==> src/rtl/pipeline_pkg.sv <==
// Shared types and constants for the 5-stage pipeline control logic.
package pipeline_pkg;

    localparam logic [1:0] FWD_RF      = 2'd0;
    localparam logic [1:0] FWD_RESULTW = 2'd1;
    localparam logic [1:0] FWD_ALUOUTM = 2'd2;

    localparam logic [4:0] REG_ZERO = 5'd0;

    typedef enum logic {
        IDLE,
        MEM_WAIT
    } state_t;

    // True when a write to dst by a later stage supplies src; register 0 is hardwired and never matches.
    function automatic logic reg_match(input logic [4:0] src, input logic [4:0] dst, input logic we);
        return we && (src != REG_ZERO) && (src == dst);
    endfunction

endpackage

==> src/rtl/forward_unit.sv <==
// Combinational operand-forwarding selects for the D-stage compare and the E-stage ALU.
module forward_unit
    import pipeline_pkg::*;
(
    input  logic [4:0] rsd,
    input  logic [4:0] rtd,
    input  logic [4:0] rse,
    input  logic [4:0] rte,
    input  logic [4:0] writeregm,
    input  logic [4:0] writeregw,
    input  logic       regwritem,
    input  logic       regwritew,
    output logic       forwardad,
    output logic       forwardbd,
    output logic [1:0] forwardae,
    output logic [1:0] forwardbe
);

    // The M-stage result is younger than W, so it wins when both match.
    always_comb begin
        forwardae = FWD_RF;
        forwardbe = FWD_RF;
        if (reg_match(rse, writeregm, regwritem)) begin
            forwardae = FWD_ALUOUTM;
        end else if (reg_match(rse, writeregw, regwritew)) begin
            forwardae = FWD_RESULTW;
        end
        if (reg_match(rte, writeregm, regwritem)) begin
            forwardbe = FWD_ALUOUTM;
        end else if (reg_match(rte, writeregw, regwritew)) begin
            forwardbe = FWD_RESULTW;
        end
    end

    assign forwardad = reg_match(rsd, writeregm, regwritem);
    assign forwardbd = reg_match(rtd, writeregm, regwritem);

endmodule

==> src/rtl/hazard_controller.sv <==
// Stall/flush/forward generation, memory-wait sequencing and stall statistics for the pipeline.
module hazard_controller
    import pipeline_pkg::*;
#(
    parameter int CNT_W   = 32,
    parameter int TIMEOUT = 64
) (
    input  logic             clk,
    input  logic             reset,
    input  logic [4:0]       rsd,
    input  logic [4:0]       rtd,
    input  logic [4:0]       rse,
    input  logic [4:0]       rte,
    input  logic [4:0]       writerege,
    input  logic [4:0]       writeregm,
    input  logic [4:0]       writeregw,
    input  logic             regwritee,
    input  logic             regwritem,
    input  logic             regwritew,
    input  logic             memtorege,
    input  logic             memtoregm,
    input  logic             memwritem,
    input  logic             branchd,
    input  logic             memready,
    output logic             stallf,
    output logic             stalld,
    output logic             stalle,
    output logic             stallm,
    output logic             stallw,
    output logic             flushe,
    output logic             forwardad,
    output logic             forwardbd,
    output logic [1:0]       forwardae,
    output logic [1:0]       forwardbe,
    output logic [CNT_W-1:0] stall_cycles,
    output logic             mem_timeout
);

    localparam int WAIT_W = $clog2(TIMEOUT + 1);

    state_t            state;
    state_t            next_state;
    logic [WAIT_W-1:0] waitcnt;
    logic [WAIT_W-1:0] next_waitcnt;
    logic              memacc;
    logic              memstall;
    logic              lwstall;
    logic              brstall;
    logic              fwd_ad;
    logic              fwd_bd;
    logic [1:0]        fwd_ae;
    logic [1:0]        fwd_be;

    forward_unit u_forward_unit (
        .rsd       (rsd),
        .rtd       (rtd),
        .rse       (rse),
        .rte       (rte),
        .writeregm (writeregm),
        .writeregw (writeregw),
        .regwritem (regwritem),
        .regwritew (regwritew),
        .forwardad (fwd_ad),
        .forwardbd (fwd_bd),
        .forwardae (fwd_ae),
        .forwardbe (fwd_be)
    );

    assign memacc  = memtoregm || memwritem;
    assign lwstall = memtorege && ((rte == rsd) || (rte == rtd));
    assign brstall = branchd &&
                     ((regwritee && (writerege != REG_ZERO) &&
                       ((writerege == rsd) || (writerege == rtd))) ||
                      (memtoregm && (writeregm != REG_ZERO) &&
                       ((writeregm == rsd) || (writeregm == rtd))));

    always_ff @(posedge clk) begin
        if (reset) begin
            state        <= IDLE;
            waitcnt      <= '0;
            stall_cycles <= '0;
            mem_timeout  <= 1'b0;
        end else begin
            state   <= next_state;
            waitcnt <= next_waitcnt;
            if (stallf && (stall_cycles != {CNT_W{1'b1}})) begin
                stall_cycles <= stall_cycles + CNT_W'(1);
            end
            if ((state == MEM_WAIT) && (waitcnt >= WAIT_W'(TIMEOUT))) begin
                mem_timeout <= 1'b1;
            end
        end
    end

    // The first missed cycle already stalls, so waitcnt starts at 1 on entry to MEM_WAIT.
    always_comb begin
        next_state   = state;
        next_waitcnt = waitcnt;
        memstall     = 1'b0;
        case (state)
            IDLE: begin
                if (memacc && !memready) begin
                    memstall     = 1'b1;
                    next_state   = MEM_WAIT;
                    next_waitcnt = WAIT_W'(1);
                end
            end
            MEM_WAIT: begin
                if (!memready) begin
                    memstall = 1'b1;
                    if (waitcnt != {WAIT_W{1'b1}}) begin
                        next_waitcnt = waitcnt + WAIT_W'(1);
                    end
                end else begin
                    next_state = IDLE;
                end
            end
            default: next_state = IDLE;
        endcase
    end

    // A memory freeze holds every stage, so no bubble may be injected while it lasts.
    always_comb begin
        stallf    = 1'b0;
        stalld    = 1'b0;
        stalle    = 1'b0;
        stallm    = 1'b0;
        stallw    = 1'b0;
        flushe    = 1'b0;
        forwardad = 1'b0;
        forwardbd = 1'b0;
        forwardae = FWD_RF;
        forwardbe = FWD_RF;
        if (reset) begin
            flushe = 1'b1;
        end else begin
            forwardad = fwd_ad;
            forwardbd = fwd_bd;
            forwardae = fwd_ae;
            forwardbe = fwd_be;
            if (memstall) begin
                stallf = 1'b1;
                stalld = 1'b1;
                stalle = 1'b1;
                stallm = 1'b1;
                stallw = 1'b1;
            end else if (lwstall || brstall) begin
                stallf = 1'b1;
                stalld = 1'b1;
                flushe = 1'b1;
            end
        end
    end

endmodule

==> config.mk <==
export PLATFORM = sky130hd
export DESIGN_NAME = hazard_controller
export DESIGN_NICKNAME = d
export VERILOG_FILES = /design/src/rtl/pipeline_pkg.sv /design/src/rtl/forward_unit.sv /design/src/rtl/hazard_controller.sv
export SDC_FILE = /design/constraint.sdc
export NUM_CORES = 1
export LEC_CHECK = 0
export CAP_MARGIN = 20
export CORE_UTILIZATION = 51
export DETAILED_ROUTE_END_ITERATION = 8
export GPL_TIMING_DRIVEN = 0
export PLACE_DENSITY = 0.86
export SYNTH_ARGS = -nofsm -noshare
export SYNTH_HDL_FRONTEND = slang
export SYNTH_HIERARCHICAL = 1
export SYNTH_SLANG_ARGS = --single-unit
==> constraint.sdc <==
create_clock -name clk -period 4.2 [get_ports clk]
set_input_delay 0.63 -clock clk [delete_from_list [all_inputs] [get_ports clk]]
set_output_delay 0.63 -clock clk [all_outputs]
set_load 0.01 [all_outputs]
==> metrics.txt, run 1 <==
Yosys warnings=6; Vias=3155; Syn Area/Cell=8.06 um^2; multi-input logic area=1990 um^2; register area=821 um^2; Die H=77.7 um; number of global-route vias before repair=2977; Worst setup EP type=output port; final count of hold timing violations=0; number of CTS-inserted buffers=5; Worst setup startpoint=writeregm[1]; fin crit share=95.8%; die area=6040 um^2; initial core utilization=53.1%; total track usage=27.6%; f_max=249 MHz; Max Clock Skew=6.75 ps; fillers=411; total grt overflow=0; Diodes inserted=0; largest net degree at the start of global routing=13; Top FF cell, synth=dfxtp_1; clk sink count=41; Tot Pwr=0.000940 W; # hold bufs at CTS=0; Netlist cell types=52; DRC viols=0; largest area contributor in the synthesized netlist=dfxtp_1; Fin Setup TNS=0 ps; Resized cells post-CTS=0; worst hold path class=reg -> reg; Util after Layout=73.1%; Final nets=507; Post-Syn Instances=363; H-tree depth=2; Final Critical Period=4020 ps; global-route wire length before repair=13600 um; dpl hpwl=6360 um; Synth top cells by count=xnor2_1 (51), dfxtp_1 (41), a21oi_1 (30), nand2_1 (28), nor2_1 (26); row count=27; Die X=77.7 um; relative slew slack=49.7%; top-area cell type share of the netlist area=28.1%; port buffer count=88; P per Cell Area=233 nW/um^2; final wirelength=8140 um; async set-reset flop share out of synthesis=0%; DRT Pass-1 Iters=5; WL per Instance=15.3 um; CTS clock-pin slew for the worst setup and hold paths=80 ps; Post-synth EDFFs=0; CTS Buffer Depth=2; WP data required=3570 ps; Clk Tree Root Cell=clkbuf_8; io pins=90; initial antenna violation count=0; layout cells sized above 1=6.07%; Setup crit start kind=input pin; critical path arrival=3390 ps; max cap viols=0; Max Slew Vio Count=0; WS Path Type=in -> out; Core ar.=5510 um^2; P&R area growth vs syn=37.7%; CP max FO=7; status=completed; Slew @ Worst Pin=751 ps; Max rail drop VDD=197 uV; CTS tree=yes; Synth area leaders=dfxtp_1 (28%), xnor2_1 (15%), a21oi_1 (5.1%); unrepaired setup endpoints after global routing=false; FF+latch count, synth=41; Post-Syn Area=2930 um^2; Final Setup Violations=0; GP Congestion=0.852; syn nets=410; Leakage=1.30 nW; worst hold path startpoint=waitcnt[1]$_SDFFE_PP0P_; Cell Area, Placed=3900 um^2; top-count cell post-synth=xnor2_1; RR Startpoint=stall_cycles[5]$_SDFFE_PP0P_; Design Area, Final=4030 um^2; post-route ant nets=0; sequential area share after synthesis=28.1%; Detailed Route Iter0 Violations=168; Vias/cell=5.92; clk_lat worst skew=300 ps
## path summary, 6_finish.rpt
path | to | slack (ps) | depth (start not counted)
max reg2reg | stall_cycles[20]$_SDFFE_PP0P_ | 1420 | 6
max | stallf | 180 | 9
min reg2reg | waitcnt[1]$_SDFFE_PP0P_ | 500 | 2
min | waitcnt[1]$_SDFFE_PP0P_ | 500 | 2
## final cells by class
class	instances	share of cell area, %
sequential	41	20.4
clock inverter	1	0.746
tap	72	2.24
timing repair buffer	90	22.2
clock buffer	7	2.14
inverter	5	0.466
multi-input combinational	302	49.5
buffer	15	2.33
## cells in the final DEF (no fill, tap or decap), types with 6 or more instances in the layout
| cell | n |
|---|---|
| dfxtp_1 | 41 |
| or3_1 | 14 |
| nand2_1 | 28 |
| o41ai_1 | 7 |
| nor2_1 | 26 |
| clkdlybuf4s50_1 | 88 |
| nor2b_1 | 7 |
| clkbuf_8 | 6 |
| and3_1 | 7 |
| clkbuf_1 | 6 |
| nand3_1 | 22 |
| xor2_1 | 13 |
| nand4_1 | 16 |
| and2_1 | 8 |
| o21ai_1 | 12 |
| xnor2_1 | 51 |
| a21oi_1 | 30 |
## critical path, cell delays in order
cell,delay (ps)
clkdlybuf4s50_1,640
or3_1,440
o311a_1,290
a222oi_1,280
buf_4,180
and2_1,220
nor2_1,90
buf_4,160
clkdlybuf4s50_1,460
## cell families (layout without fill, tap and decap cells)
group	after synthesis	count (layout)	synth area share [%]
AO/OA/AOI/OAI	80	80	18.1
XOR/XNOR	64	64	19.2
adder cells (fa/ha/maj)	2	2	0.855
buffers and inverters	20	118	3.85
flip-flops	41	41	28.1
multiplexers	2	2	0.727
AND/OR/NAND/NOR	154	154	29.3
## layer usage
metal / vias to the layer above / global-route usage (%) / wire length (um)
met5: - / 0 / 0
met4: 0 / 10.6 / 199
met3: 19 / 5.53 / 573
met2: 144 / 49.9 / 4110
met1: 1476 / 31.5 / 3260
li1: 1516 / - / -
## what timing repair did
| item | CTS | global route |
|---|---|---|
| buffers inserted | 2 | 0 |
| hold endpoints to repair | 0 | 0 |
| setup endpoints to repair | 2 | 0 |
## registers in the layout, summed over array words and instances (netlist names)
register,cells
mem_timeout,1
state,1
stall_cycles,32
waitcnt,7
## metrics by stage
stage               setup WS, ps  hold WS [ps]  instances
finish                       177           496        533
global route                21.0           542        533
CTS                          202           495        533
detailed placement          -186           476        523
global placement            -153           455        523
floorplan                   1230           458        363
## power breakdown
| group | total [W] | internal (W) | leakage [nW] | switching (W) |
|---|---|---|---|---|
| Clock | 0.000329 | 0.000194 | 0.0585 | 0.000135 |
| Sequential | 0.000399 | 0.000393 | 0.331 | 0.00000629 |
| Combinational | 0.000212 | 0.000109 | 0.907 | 0.000103 |
| Total | 0.000940 | 0.000696 | 1.30 | 0.000244 |
Note: power is estimated with default switching activity, not from simulation.
==> inputs of run 2 (changes only) <==
Settings changed: CORE_ASPECT_RATIO from default to 0.7.
==> run 2 against run 1 <==
  * First-iteration DRC count is 61% higher
  * Cell count down 0.19%
  * Global-route usage up 1.4 points
  * Die area barely moved
  * Count of clock-buffer cells in the layout shrank 1
  * Utilization grew 1.4 points
  * Non-clock buffer count stayed put
  * Register-to-register slack got worse by 50 ps
  * Flip-flop and latch count stayed put
  * Sequential share of layout area is 0.13 points higher
  * Critical path type unchanged
  * Largest power group unchanged
  * Highest routed layer unchanged
==> metrics.txt, run 2 (same netlist as run 1, synthesis figures left out) <==
status=completed; final wirelength=8630 um; largest net degree at the start of global routing=13; Max Clock Skew=9.16 ps; Max Slew Vio Count=0; Cell Area, Placed=3900 um^2; Max rail drop VDD=119 uV; Slew @ Worst Pin=738 ps; clk_lat worst skew=290 ps; CTS Buffer Depth=2; f_max=248 MHz; fin crit share=96.2%; Critical Path Max Stage Delay=630 ps; post-route ant nets=0; P per Cell Area=221 nW/um^2; die area=6050 um^2; CTS tree=yes; initial antenna violation count=0; WS Path Type=in -> out; port buffer count=88; Vias=3215; clk sink count=41; Resized cells post-CTS=0; Final Setup Violations=0; total grt overflow=0; Die X=92.5 um; Largest Register=stall_cycles; GR Util met2=45.6%; relative slew slack=49.6%; FF-to-FF path depth=9; Top Registers=stall_cycles (32), waitcnt (7); flop-to-flop setup slack=1370 ps; Leakage=1.28 nW; CP max-delay cell=clkdlybuf4s50_1; Worst setup EP type=output port; worst hold path startpoint=mem_timeout$_SDFFE_PP0P_; global-route wire length before repair=13800 um; reg2reg end=stall_cycles[17]$_SDFFE_PP0P_; max FFs per register=32; Detailed Route Iter0 Violations=270; commonest non-fill, non-tap cells in the layout=clkdlybuf4s50_1 (88), xnor2_1 (51), dfxtp_1 (41); critical path arrival=3410 ps; CTS clock-pin slew for the worst setup and hold paths=80 ps; Setup crit start kind=input pin; worst hold path class=reg -> reg; Final nets=507; Core ar.=5370 um^2; row count=22; most common cell after layout, fill and taps aside=clkdlybuf4s50_1; global routing met3 resource utilization=4.28%; H-tree depth=2; initial core utilization=54.5%; buffers and inverters on the worst path=4; hold depth=2; number of CTS-inserted buffers=5; CP max FO=7; RR Startpoint=stall_cycles[0]$_SDFFE_PP0P_; Diodes inserted=0; number of global-route vias before repair=2937; WP data required=3570 ps; DRC viols=0; Worst Hold End=mem_timeout$_SDFFE_PP0P_; CP Cell Sequence=clkdlybuf4s50_1, or3_1, o311a_1, a222oi_1, buf_4, and2_1, nor2_1, buf_4, clkdlybuf4s50_1; Clk Tree Root Cell=clkbuf_8; io pins=90; DRT Pass-1 Iters=5; max cap viols=0; total track usage=29.0%; Die H=65.4 um; layout cells sized above 1=6.09%; GP Congestion=0.953; WL per Instance=16.2 um; busiest layer in global routing=met2; Vias/cell=6.04; final count of hold timing violations=0; unrepaired setup endpoints after global routing=false; P&R area growth vs syn=36.8%; CP top delay family=buffers and inverters; met1 Use GR=41.8%; dpl hpwl=6720 um; Design Area, Final=4000 um^2; Final Critical Period=4040 ps; worst hold slack=487 ps
[run 2: final cells by class]
cell class | instances | area, um^2
Timing Repair Buffer | 90 | 896
Inverter | 5 | 18.8
Fill cell | 393 | 1370
Multi-Input combinational cell | 302 | 1990
Sequential cell | 41 | 821
Buffer | 15 | 93.8
Clock buffer | 6 | 82.6
Clock inverter | 1 | 7.51
Tap cell | 72 | 90.1
[run 2: where the power goes]
group / switching, W / internal [W]
clock: 0.000140 / 0.000130
sequential: 0.00000659 / 0.000393
combinational: 0.000106 / 0.000109
[run 2: worst max-delay path by stage]
stage	from	end	slack, ps	depth (start not counted)
after floorplan	writerege[0]	stallf	1230	6
after global placement	writeregm[0]	stallf	-220	8
after detailed placement	writeregm[0]	stallf	-190	8
after CTS	writeregm[0]	stallf	190	9
after global routing	writeregm[0]	stallf	60	9
final	writeregm[0]	stallf	160	9
[run 2: per-layer routing]
layer / wire, um / share of wire (%) / up-vias
li1: - / - / 1521
met1: 4120 / 48 / 1533
met2: 3810 / 44 / 152
met3: 629 / 7.3 / 9
met4: 65 / 0.75 / 0
met5: 0 / 0 / -
[run 2: worst min-delay path, delay by kind of cell, from the launching register on]
| family | cells | cell delay (ps) |
|---|---|---|
| DFF | 1 | 340 |
| AOI/OAI and AO/OA | 1 | 40 |
| and+or+nand+nor | 1 | 70 |
[run 2: stage by stage]
step / utilization (%) / setup slack, ps / total power (W) / TNS (ps) / cells
after detailed placement: 72.6 / -194 / 0.000619 / -282 / 523
final: 74.5 / 160 / 0.000885 / 0 / 532
after global routing: 74.5 / 60.9 / 0.000917 / 0 / 532
after CTS: 74.5 / 192 / 0.000882 / 0 / 532
after global placement: 72.6 / -220 / 0.000612 / -327 / 523
after floorplan: - / 1230 / 0.000515 / 0 / 363
[run 2: repair_timing]
action | in CTS | in global routing
setup buffers | 2 | 0
endpoints found under the setup margin | 2 | 0
endpoints found under the hold margin | 0 | 0
hold buffers | 0 | 0
==> inputs of run 3 (changes only) <==
Settings changed: CELL_PAD_IN_SITES_DETAIL_PLACEMENT from default to 0, CELL_PAD_IN_SITES_GLOBAL_PLACEMENT from default to 2, CORE_UTILIZATION 51 to 29, PLACE_DENSITY 0.86 to default, PLACE_DENSITY_LB_ADDON from default to 0.1.
==> run 3 against run 2 <==
  * Worst hold slack gained 10 ps
  * Die area grew 74%
  * Setup slack better by 110 ps
  * First-iteration DRC count is 29% lower
  * Sequential power hardly changed
  * Flip-flop and latch count is the same
  * Largest cell class unchanged
  * Highest routed layer unchanged
==> metrics.txt, run 3 (same netlist as run 1, synthesis figures left out) <==
commonest non-fill, non-tap cells in the layout=clkdlybuf4s50_1 (85), xnor2_1 (51), dfxtp_1 (41); P&R area growth vs syn=41.4%; initial core utilization=30.0%; Max Clock Skew=8.61 ps; Final Setup Violations=0; CTS Buffer Depth=2; Diodes inserted=0; CP max FO=6; critical path arrival=3300 ps; dpl hpwl=7330 um; Slew @ Worst Pin=845 ps; Vias=2989; Die H=86.0 um; fin crit share=93.5%; port buffer count=88; f_max=255 MHz; fillers=1026; global-route wire length before repair=15600 um; GP Congestion=0.771; Setup crit start kind=input pin; max cap viols=0; WL per Instance=16.3 um; Worst setup EP type=output port; clk sink count=41; clock power share=39.0%; P_int=0.000735 W; Cell Area, Placed=3970 um^2; status=completed; multi-input logic area=1990 um^2; register area=821 um^2; initial antenna violation count=0; row count=30; P per Cell Area=244 nW/um^2; final count of hold timing violations=0; number of global-route vias before repair=2904; power share of the sequential group=39.5%; Max Slew Vio Count=0; number of CTS-inserted buffers=5; die area=10500 um^2; worst hold path class=reg -> reg; Max rail drop VDD=129 uV; most common cell after layout, fill and taps aside=clkdlybuf4s50_1; Die X=122 um; largest net degree at the start of global routing=13; Place WS=-323 ps; H-tree depth=2; Sw Pwr=0.000276 W; post-route ant nets=0; io pins=90; DRT Pass-1 Iters=4; # hold bufs at CTS=0; Detailed Route Iter0 Violations=193; relative slew slack=43.3%; unrepaired setup endpoints after global routing=false; CTS tree=yes; layout cells sized above 1=6.09%; CTS clock-pin slew for the worst setup and hold paths=60 ps; Util after Layout=42.4%; Vias/cell=5.08; Core ar.=9760 um^2; Clk Tree Root Cell=clkbuf_16; Design Area, Final=4140 um^2; Final nets=507; WP data required=3570 ps; max FFs per register=32; total grt overflow=0; clk_lat worst skew=290 ps; total track usage=19.3%; Final Critical Period=3930 ps; Leakage=1.33 nW; setup ws final=275 ps; Net Sw Frac=27.3%; logic gate share of total power=21.4%; final wirelength=9570 um; Largest Register=stall_cycles; Top Registers=stall_cycles (32), waitcnt (7); WS Path Type=in -> out; DRC viols=0; worst hold slack=497 ps
run 3: cell types whose count changed in the layout (fill, tap and decap cells not counted):
cell / change
clkbuf_16: +5
clkbuf_8: -5
clkdlybuf4s50_1: -3
dlymetal6s2s_1: +3
run 3: layout make-up:
class                      count  share of cell area (%)
clock buffer                   6                    3.36
multi-input combinational    302                    48.2
buffer                        15                    2.27
tap                          128                    3.87
sequential                    41                    19.8
timing repair buffer          90                    21.8
clock inverter                 1                   0.182
inverter                       5                   0.454
run 3: per-layer routing:
layer | track usage (%) | share of wire [%]
met4 | 4.15 | 0.88
met2 | 25.9 | 39
met3 | 4.79 | 4.8
met5 | 0 | 0
met1 | 29.9 | 55
run 3: metrics by stage:
step	instances	TNS [ps]	power (W)
CTS	588	0	0.00102
global route	588	0	0.00106
global placement	579	-508	0.000621
floorplan	363	0	0.000515
detailed placement	579	-515	0.000624
finish	588	0	0.00101
run 3: power by group through the flow:
| stage | registers, W | logic [W] | clock network, W |
|---|---|---|---|
| finish | 0.000400 | 0.000217 | 0.000395 |
| global route | 0.000400 | 0.000236 | 0.000426 |
| CTS | 0.000400 | 0.000218 | 0.000407 |
| detailed placement | 0.000409 | 0.000216 | 0 |
| global placement | 0.000408 | 0.000213 | 0 |
| floorplan | 0.000408 | 0.000107 | 0 |
run 3: path summary, 6_finish.rpt:
kind                                     start                            end  slack (ps)  cells past startpoint
setup / recovery                  writerege[0]                         stallf         270                      9
hold reg to reg        waitcnt[1]$_SDFFE_PP0P_        waitcnt[1]$_SDFFE_PP0P_         500                      2
setup reg to reg  stall_cycles[4]$_SDFFE_PP0P_  stall_cycles[20]$_SDFFE_PP0P_        1290                      6
hold / removal         waitcnt[1]$_SDFFE_PP0P_        waitcnt[1]$_SDFFE_PP0P_         500                      2
run 3: critical path: stages:
cell and delay [ps]:
clkdlybuf4s50_1 460, or3_1 380, o311a_1 300, a222oi_1 330, buf_4 180, and2_1 270
nor2_1 110, buf_4 160, clkdlybuf4s50_1 470
run 3: what timing repair did:
action / 4_1_cts / 5_1_grt
pin swaps: 1 / 0
endpoints found under the setup margin: 2 / 1
resized for setup: 0 / 3
setup buffers: 2 / 0
